$ cat src/rtl/hazard_pkg.sv
// rtl/hazard_pkg.sv - shared types, defaults and mask helper for the hazard scoreboard
package hazard_pkg;

  localparam int NREGS_DEF = 16;
  localparam int DEPTH_DEF = 3;

  // Entry record at the default register count.
  typedef struct packed {
    logic                 valid;
    logic [NREGS_DEF-1:0] prov;
  } sb_entry_t;

  // Bit 0 of a register mask survives only when there is no hardwired zero register.
  function automatic logic mask_zero(input logic bit0, input bit zero_reg);
    return bit0 & ~zero_reg;
  endfunction

endpackage

$ cat src/rtl/hazard_scoreboard_if.sv
// rtl/hazard_scoreboard_if.sv - decode-side handshake between decoder and scoreboard
interface hazard_scoreboard_if #(
  parameter int NREGS = 16
);

  logic             id_valid;
  logic [NREGS-1:0] id_req;
  logic [NREGS-1:0] id_prov;
  logic             id_stall;
  logic             id_issue;

  modport master (
    output id_valid, id_req, id_prov,
    input  id_stall, id_issue
  );

  modport slave (
    input  id_valid, id_req, id_prov,
    output id_stall, id_issue
  );

endinterface

$ cat src/rtl/sb_window_or.sv
// rtl/sb_window_or.sv - OR of destination masks over valid entries in [LO, HI)
module sb_window_or
  import hazard_pkg::*;
#(
  parameter int NREGS = NREGS_DEF,
  parameter int DEPTH = DEPTH_DEF,
  parameter int LO    = 0,
  parameter int HI    = DEPTH
) (
  input  logic [DEPTH-1:0]            valid,
  input  logic [DEPTH-1:0][NREGS-1:0] prov,
  output logic [NREGS-1:0]            mask
);

  always_comb begin
    mask = '0;
    for (int k = 0; k < DEPTH; k++) begin
      if (k >= LO && k < HI && valid[k]) begin
        mask = mask | prov[k];
      end
    end
  end

endmodule

$ cat src/rtl/hazard_scoreboard.sv
// rtl/hazard_scoreboard.sv - RAW hazard scoreboard, decode stall control and stall watchdog
module hazard_scoreboard
  import hazard_pkg::*;
#(
  parameter int NREGS     = NREGS_DEF,
  parameter int DEPTH     = DEPTH_DEF,
  parameter int FWD_EN    = 0,
  parameter int FWD_STAGE = 1,
  parameter int ZERO_REG  = 1,
  parameter int CNT_W     = 16,
  parameter int MAX_STALL = 15
) (
  input  logic                 clk,
  input  logic                 reset,
  hazard_scoreboard_if.slave   id,
  input  logic                 advance,
  input  logic                 flush,
  output logic [DEPTH-1:0]     stage_valid,
  output logic [NREGS-1:0]     busy,
  output logic [CNT_W-1:0]     stall_cnt,
  output logic                 watchdog
);

  // Entries at or beyond the window deliver their result through forwarding.
  localparam int WIN   = (FWD_EN != 0) ? FWD_STAGE : DEPTH;
  localparam int RUN_W = $clog2(MAX_STALL + 1);
  localparam logic [RUN_W-1:0] RUN_MAX = RUN_W'(MAX_STALL);

  logic [DEPTH-1:0]            ent_valid;
  logic [DEPTH-1:0][NREGS-1:0] ent_prov;
  logic [NREGS-1:0]            req_m;
  logic [NREGS-1:0]            prov_m;
  logic [NREGS-1:0]            p_win;
  logic                        hazard;
  logic                        issue;
  logic [RUN_W-1:0]            run_cnt;
  logic [RUN_W-1:0]            run_next;

  assign req_m  = {id.id_req[NREGS-1:1],  mask_zero(id.id_req[0],  ZERO_REG != 0)};
  assign prov_m = {id.id_prov[NREGS-1:1], mask_zero(id.id_prov[0], ZERO_REG != 0)};

  sb_window_or #(
    .NREGS (NREGS),
    .DEPTH (DEPTH),
    .LO    (0),
    .HI    (WIN)
  ) u_hazard_or (
    .valid (ent_valid),
    .prov  (ent_prov),
    .mask  (p_win)
  );

  sb_window_or #(
    .NREGS (NREGS),
    .DEPTH (DEPTH),
    .LO    (0),
    .HI    (DEPTH)
  ) u_busy_or (
    .valid (ent_valid),
    .prov  (ent_prov),
    .mask  (busy)
  );

  assign hazard      = id.id_valid & (|(req_m & p_win));
  assign issue       = id.id_valid & ~hazard & advance;
  assign id.id_stall = id.id_valid & (hazard | ~advance);
  assign id.id_issue = issue;
  assign stage_valid = ent_valid;

  // Entry DEPTH-1 falls off the end on every advancing edge.
  always_ff @(posedge clk or negedge reset) begin
    if (!reset) begin
      ent_valid <= '0;
      ent_prov  <= '0;
    end else if (flush) begin
      ent_valid <= '0;
      ent_prov  <= '0;
    end else if (advance) begin
      for (int k = DEPTH - 1; k > 0; k--) begin
        ent_valid[k] <= ent_valid[k-1];
        ent_prov[k]  <= ent_prov[k-1];
      end
      ent_valid[0] <= issue;
      ent_prov[0]  <= issue ? prov_m : '0;
    end
  end

  // Only hazard stalls count; a flush cycle is never a stall cycle for the counters.
  always_comb begin
    run_next = '0;
    if (!flush && hazard) begin
      run_next = (run_cnt == RUN_MAX) ? run_cnt : run_cnt + RUN_W'(1);
    end
  end

  always_ff @(posedge clk or negedge reset) begin
    if (!reset) begin
      stall_cnt <= '0;
      run_cnt   <= '0;
      watchdog  <= 1'b0;
    end else begin
      run_cnt <= run_next;
      if (!flush && hazard && stall_cnt != '1) begin
        stall_cnt <= stall_cnt + CNT_W'(1);
      end
      if (run_next == RUN_MAX) begin
        watchdog <= 1'b1;
      end
    end
  end

endmodule

$ cat src/flat_wrapper.sv
// flat-port wrapper written by rule: the top's interface ports become plain ports
module hazard_scoreboard_flat import hazard_pkg::*;
#(
  parameter int NREGS     = NREGS_DEF,
  parameter int DEPTH     = DEPTH_DEF,
  parameter int FWD_EN    = 0,
  parameter int FWD_STAGE = 1,
  parameter int ZERO_REG  = 1,
  parameter int CNT_W     = 16,
  parameter int MAX_STALL = 15
)
  (clk, reset, advance, flush, stage_valid, busy, stall_cnt, watchdog, id_id_valid, id_id_req, id_id_prov, id_id_stall, id_id_issue);
  hazard_scoreboard_if #(.NREGS(NREGS)) id_i ();
  input  logic clk;
  input  logic reset;
  input  logic advance;
  input  logic flush;
  output logic [DEPTH-1:0] stage_valid;
  output logic [NREGS-1:0] busy;
  output logic [CNT_W-1:0] stall_cnt;
  output logic watchdog;
  input wire logic [$bits(id_i.id_valid)-1:0] id_id_valid;
  input wire logic [$bits(id_i.id_req)-1:0] id_id_req;
  input wire logic [$bits(id_i.id_prov)-1:0] id_id_prov;
  output wire logic [$bits(id_i.id_stall)-1:0] id_id_stall;
  output wire logic [$bits(id_i.id_issue)-1:0] id_id_issue;
  assign id_i.id_valid = id_id_valid;
  assign id_i.id_req = id_id_req;
  assign id_i.id_prov = id_id_prov;
  assign id_id_stall = id_i.id_stall;
  assign id_id_issue = id_i.id_issue;
  hazard_scoreboard #(.NREGS(NREGS), .DEPTH(DEPTH), .FWD_EN(FWD_EN), .FWD_STAGE(FWD_STAGE), .ZERO_REG(ZERO_REG), .CNT_W(CNT_W), .MAX_STALL(MAX_STALL)) u_core (.clk(clk), .reset(reset), .id(id_i), .advance(advance), .flush(flush), .stage_valid(stage_valid), .busy(busy), .stall_cnt(stall_cnt), .watchdog(watchdog));
endmodule
$ cat config.mk
export PLATFORM = sky130hd
export DESIGN_NAME = hazard_scoreboard_flat
export DESIGN_NICKNAME = d
export VERILOG_FILES = /design/src/rtl/hazard_pkg.sv /design/src/rtl/hazard_scoreboard_if.sv /design/src/rtl/sb_window_or.sv /design/src/rtl/hazard_scoreboard.sv /design/src/flat_wrapper.sv
export SDC_FILE = /design/constraint.sdc
export NUM_CORES = 1
export LEC_CHECK = 0
export BUFFER_PORTS_ARGS = -buffer_cell sky130_fd_sc_hd__buf_2
export CAP_MARGIN = 15
export CORE_AREA = 2 2 100 102
export DETAILED_ROUTE_END_ITERATION = 6
export DIE_AREA = 0 0 102 104
export PLACE_DENSITY_LB_ADDON = 0.2
export SYNTH_ARGS = -nofsm -noshare
export SYNTH_HDL_FRONTEND = slang
export SYNTH_SLANG_ARGS = --single-unit
$ cat constraint.sdc
create_clock -name clk -period 3 [get_ports clk]
set_input_delay 0.15 -clock clk [delete_from_list [all_inputs] [get_ports clk]]
set_output_delay 0.15 -clock clk [all_outputs]
set_load 0.1 [all_outputs]
==> results of run 1 <==
critical path, delay by kind of cell (launching register included):
kind	cells	cell delay, ns
AND/OR/NAND/NOR	3	0.59
flip-flops	1	0.55
buffers and inverters	2	0.22
AO/OA/AOI/OAI	2	0.92
how the worst max path moves through the flow:
stage	from	end	slack, ns	depth (start not counted)
after floorplan	u_core.stage_valid[0]$_DFFE_PN0P_	id_id_issue	0.06	8
after global placement	u_core.stage_valid[0]$_DFFE_PN0P_	u_core.stall_cnt[1]$_DFFE_PN0P_	0.44	7
after detailed placement	u_core.stage_valid[0]$_DFFE_PN0P_	id_id_issue	0.41	7
after CTS	u_core.stage_valid[0]$_DFFE_PN0P_	id_id_issue	0.04	7
after global routing	u_core.stage_valid[0]$_DFFE_PN0P_	id_id_issue	0.02	7
final	u_core.stage_valid[0]$_DFFE_PN0P_	id_id_issue	0.22	7
stage by stage:
step           worst slack [ns]  power (mW)
2_1_floorplan            0.0574        1.28
3_3_place_gp              0.435        1.38
3_5_place_dp              0.412        1.38
4_1_cts                  0.0357        2.04
5_1_grt                  0.0243        2.11
6_report                  0.224        2.01
cells by family after synthesis:
kind of cell,Yosys count,synth area share
DFF,69,0.527
adders and majority gates,2,0.00764
muxes,34,0.104
and+or+nand+nor,90,0.139
xor gates and xnor gates,15,0.0401
AOI/OAI and AO/OA,43,0.115
buffers and inverters,47,0.0668
other,1,0.00114
cell type report:
| class | instances | area, um^2 | area share |
|---|---|---|---|
| sequential | 69 | 1730 | 0.437 |
| clock inverter | 5 | 27.5 | 0.00696 |
| tap | 133 | 166 | 0.0420 |
| clock buffer | 10 | 138 | 0.0348 |
| multi-input combinational | 185 | 1350 | 0.341 |
| inverter | 27 | 101 | 0.0256 |
| timing repair buffer | 79 | 445 | 0.113 |
placed cells by master, fill, tap and decap left out, types with 6 or more instances in the layout:
cell,count
buf_2,70
dfrtp_1,66
buf_4,6
mux2i_1,33
inv_1,22
a222oi_1,16
nand2_1,10
nor2_1,39
clkbuf_8,10
xnor2_1,15
nand3_1,11
a22o_1,15
nand4_1,6
layer usage:
metal	vias up	GRT usage	routed length, um	part of all wire
li1	1206	-	-	-
met1	1292	0.218	3600	0.46
met2	78	0.241	3720	0.47
met3	8	0.0255	408	0.052
met4	0	0.0514	110	0.014
met5	-	0	0	0
state kept, by name, summed over array words and instances (netlist names):
register	count
u_core.run_cnt	4
u_core.stage_valid	3
u_core.ent_prov	45
u_core.watchdog	1
u_core.stall_cnt	16
power by group:
group	internal [mW]	switching (mW)	total, mW
Combinational	0.0898	0.270	0.360
Sequential	0.962	0.0405	1.00
Clock	0.312	0.335	0.646
repair_timing:
item / 4_1_cts / 5_1_grt
hold buffers: 1 / 0
endpoints found under the setup margin: 0 / 2
endpoints found under the hold margin: 22 / 0
resized for setup: 0 / 2
==> results_dict.tcl, run 1 <==
set metrics [dict create \
    grt_pass1_vias 2557 \
    wirelength_mm 7.85 \
    dr.first_iter.drc_count 124 \
    cts.sinks 69 \
    ir_drop_mv 0.644 \
    yosys-top-cells-area "dfrtp_1 (53%), mux2i_1 (10%), a222oi_1 (4.9%)" \
    hold_viol_final 0 \
    yosysWarningCount 0 \
    track_usage 0.155 \
    post-synth-top-area-fraction 0.527 \
    nFillCells 966 \
    clock.fmax_ghz 0.360 \
    synth-edff-count 0 \
    setup_viol 0 \
    slew_violations 0 \
    synth_top_area_cell "dfrtp_1" \
    drc 0 \
    antenna_found_initial 0 \
    utilization 0.414 \
    worstMarginPinSlew_ns 0.661 \
    rrSetupSlack_ns 0.40 \
    rr_startpoint "u_core.stage_valid[0]$_DFFE_PN0P_" \
    start_util 0.343 \
    syn2layout_area_growth_pct 20.8 \
    r2r_end "u_core.stall_cnt[1]$_DFFE_PN0P_" \
    ys_types 38 \
    endpoint_kind "output pin" \
    clk_path_buf_depth 2 \
    rows 36 \
    fin_area_um2 3960 \
    clkLatencyLatePin_ns 0.33 \
    cts_tree "built" \
    grt_pass1_wl_mm 13.0 \
    detail-route-antenna-nets 0 \
    start_kind "flip-flop" \
    grt_overflow 0 \
    p_leak_nw 2.09 \
    synth_common_cells "dfrtp_1 (69), nor2_1 (40), mux2i_1 (33)" \
    post-dp-hpwl_mm 5.30 \
    drv_cap 0 \
    hp-start "id_id_prov[15]" \
    min_period_ns 2.78 \
    crit_path_top_delay_cell "dfrtp_2" \
    synth-seq-cells 69 \
    post-route-period-util 0.925 \
    arrival_ns 2.63 \
    drive_gt1_frac 0.291 \
    die_x_um 102 \
    rsz0062_at_grt "false" \
    ys.flop_type "dfrtp_1" \
    max_stage_delay_ns 0.55 \
    syn_area_um2 3280 \
    outcome "completed" \
    async_reset_ff_frac 1.00 \
    cp.required_ns 2.85 \
    rr_worst_depth 7 \
    insertedDiodeCount 0 \
    num-nets-final 410 \
    finalSetupTns_ns 0 \
    die_area_um2 10600 \
    layout.cells.non_filler 508 \
    via_per_inst 5.09 \
    crit_type "flip-flop to output pin" \
    synthCells 301 \
    clk_pin_slew_worst_paths_ns 0.07 \
    min_path_type "primary input to flip-flop" \
    cts_buffers 9 \
    syn_avg_cell_area_um2 10.9 \
    cts_root_buf "clkbuf_8" \
    dr.pass1.iters 5 \
    crit_chain "a222oi_1, inv_2, a222oi_1, nand3_2, nor2_4, and2_4, buf_12" \
    holdPathEnd "u_core.ent_prov[15]$_DFFE_PN0P_" \
    portBuffers 71 \
    relSlewSlack 0.559 \
    fin_worst_skew_ns 0.00843 \
    ios 75 \
    holdPathStages 2 \
    grt_max_degree 48 \
    synth_fp_nets 340 \
    post_cts.repair.setup_buffers 0 \
    synth.yosys.seq_area_share 0.527 \
    wl_per_cell_um 15.4 \
    place_area_um2 3770 \
    cp_common_cell "a222oi_1" \
    synthMostInstantiatedCell "dfrtp_1" \
    p_per_area_nw_per_um2 508 \
    via_count 2584 \
    gp_congestion 0.785 \
    core-area_um2 9550 \
    die_y_um 104 \
    placedCellCount 492 \
    ctsHtreeMaxLevel 3 \
    fin_hold_ws_ns 0.0284 \
    worstPathMaxFanout 18 \
]
Note: power is estimated with default switching activity, not from simulation.
==> run 2: changes to the inputs <==
--- a/config.mk
+++ b/config.mk
@@ -7,10 +7,11 @@
 export LEC_CHECK = 0
 export BUFFER_PORTS_ARGS = -buffer_cell sky130_fd_sc_hd__buf_2
 export CAP_MARGIN = 15
-export CORE_AREA = 2 2 100 102
+export CORE_AREA = 4 4 102 104
 export DETAILED_ROUTE_END_ITERATION = 6
-export DIE_AREA = 0 0 102 104
+export DIE_AREA = 0 0 106 108
 export PLACE_DENSITY_LB_ADDON = 0.2
+export RECOVER_POWER = 50
 export SYNTH_ARGS = -nofsm -noshare
 export SYNTH_HDL_FRONTEND = slang
 export SYNTH_SLANG_ARGS = --single-unit
==> run 2 against run 1 <==
Against the previous run:
- the flow now finishes with violations (capacitance limit, slew limit)
- die area increased by 7.9%
- first-iteration DRC count decreased by 0.81%
- worst hold slack improved by 0.0029 ns
- flip-flop and latch count unchanged
- global-route usage decreased by 1.2 points
- maximum frequency decreased by 2.8%
- clock power decreased by 7.0%
- clock skew decreased by 0.0035 ns
- routed wire length increased by 1.2%
- critical path depth unchanged
- core utilization decreased by 0.31 points
- sequential power about the same
- critical path type unchanged
- critical endpoint unchanged
- largest cell class unchanged
==> results_dict.tcl, run 2 (same netlist as run 1, synthesis figures left out) <==
set metrics [dict create \
    start_util 0.343 \
    clk_pin_slew_worst_paths_ns 0.07 \
    dr.pass1.iters 5 \
    min_period_ns 2.86 \
    worstPathMaxFanout 18 \
    cts_tree "built" \
    num-nets-final 409 \
    utilization 0.411 \
    antenna_found_initial 0 \
    clk_path_buf_depth 2 \
    core-area_um2 9550 \
    fin_worst_skew_ns 0.00493 \
    dr.first_iter.drc_count 123 \
    cts_root_buf "clkbuf_8" \
    grt_pass1_vias 2517 \
    slew_violations 29 \
    endpoint_kind "output pin" \
    rsz0062_at_grt "false" \
    clock.fmax_ghz 0.350 \
    finalSetupTns_ns 0 \
    hp-start "id_id_prov[5]" \
    final_common_cell "buf_2" \
    min_path_type "primary input to flip-flop" \
    hold_viol_final 0 \
    gp_congestion 0.748 \
    worstMarginPinSlew_ns 1.63 \
    cp.required_ns 2.85 \
    start_kind "flip-flop" \
    nFillCells 956 \
    portBuffers 71 \
    ir_drop_mv 0.322 \
    outcome "complete, but fails checks" \
    final_cell_mix "buf_2 (68), dfrtp_1 (66), nor2_1 (39), mux2i_1 (33), inv_1 (22)" \
    crit_type "flip-flop to output pin" \
    grt_max_degree 42 \
    die_x_um 106 \
    rows 36 \
    top_regs "u_core.ent_prov x45, u_core.stall_cnt x16, u_core.run_cnt x4" \
    p_per_area_nw_per_um2 500 \
    detail-route-antenna-nets 0 \
    relSlewSlack -0.0881 \
    post-dp-hpwl_mm 5.47 \
    drc 0 \
    drv_cap 1 \
    cts.sinks 69 \
    ios 75 \
    syn2layout_area_growth_pct 19.9 \
    regArea_um2 1730 \
    cp-startpoint "u_core.stage_valid[0]$_DFFE_PN0P_" \
    wl_per_cell_um 15.7 \
    arrival_ns 2.71 \
    clkLatencyLatePin_ns 0.33 \
    die_y_um 108 \
    setup_viol 0 \
    insertedDiodeCount 0 \
    total_power_mw 1.96 \
    drive_gt1_frac 0.273 \
    die_area_um2 11400 \
    via_per_inst 4.98 \
    via_count 2519 \
    violations "capacitance limit, slew limit" \
    track_usage 0.142 \
    multi_input_area_um2 1350 \
    rr_startpoint "u_core.stage_valid[0]$_DFFE_PN0P_" \
    cts_buffers 9 \
    grt_overflow 0 \
    regMostFlops "u_core.ent_prov" \
    largest_reg_flops 45 \
    post-route-period-util 0.952 \
    ctsHtreeMaxLevel 3 \
    grt_pass1_wl_mm 12.9 \
    wirelength_mm 7.95 \
    p_leak_nw 2.07 \
]
-- run 2: cell types whose count changed in the layout (fill, tap and decap cells not counted) --
| cell | delta |
|---|---|
| clkbuf_1 | +5 |
| buf_2 | -2 |
| buf_4 | -2 |
| clkbuf_8 | -1 |
| clkinv_2 | -1 |
| clkinvlp_4 | -1 |
| dfrtp_2 | -1 |
| dfrtp_4 | +1 |
-- run 2: worst paths after layout --
path                                                     endpoint  slack (ns)  cells past startpoint
worst max-delay path                                  id_id_issue        0.14                      7
worst min-delay path               u_core.ent_prov[5]$_DFFE_PN0P_        0.03                      2
worst max register to register    u_core.stall_cnt[1]$_DFFE_PN0P_        0.30                      7
worst min register to register        u_core.watchdog$_DFFE_PN0N_        0.46                      2
max in group asynchronous       u_core.stage_valid[0]$_DFFE_PN0P_        1.08                      2
min in group asynchronous         u_core.ent_prov[10]$_DFFE_PN0P_        0.76                      2
-- run 2: critical path, stage by stage (launching register included) --
cell and delay [ns]:
dfrtp_4 0.59, a222oi_1 0.55, o22ai_1 0.16, nor4_2 0.32, nand3_2 0.22, nor2_4 0.19, and2_4 0.17, buf_12 0.16
-- run 2: power by group --
group	switching (mW)	internal, mW
clock	0.314	0.287
sequential	0.0405	0.963
combinational	0.269	0.0901
total	0.623	1.34
-- run 2: cell type report --
type / instances / area share
flip-flops and latches: 69 / 0.441
multi-input cells: 185 / 0.343
repair buffers: 78 / 0.110
well taps: 133 / 0.0424
clock buffers: 11 / 0.0335
inverters: 27 / 0.0258
clock inverters: 3 / 0.00382
-- run 2: stage by stage --
step,worst slack (ns),std cells,hold slack (ns),area [um^2]
2_1_floorplan,0.0574,301,-0.146,3290
3_3_place_gp,0.457,491,0.233,3770
3_5_place_dp,0.394,491,0.224,3770
4_1_cts,0.0357,506,0.0152,3920
5_1_grt,0.0230,506,0.0119,3930
6_report,0.145,506,0.0312,3930
-- run 2: layer usage --
metal  wire length [um]  vias up  track usage
met5                  0        -            0
met4                 72        0       0.0333
met3                493        5       0.0484
met2               3640       75        0.221
met1               3740     1232        0.194
li1                   -     1207            -
-- run 2: repair_timing --
item | 4_1_cts | 5_1_grt
hold endpoints to repair | 28 | 0
resized for setup | 0 | 3
setup buffers | 0 | 0
setup endpoints to repair | 0 | 2
hold buffers | 1 | 0
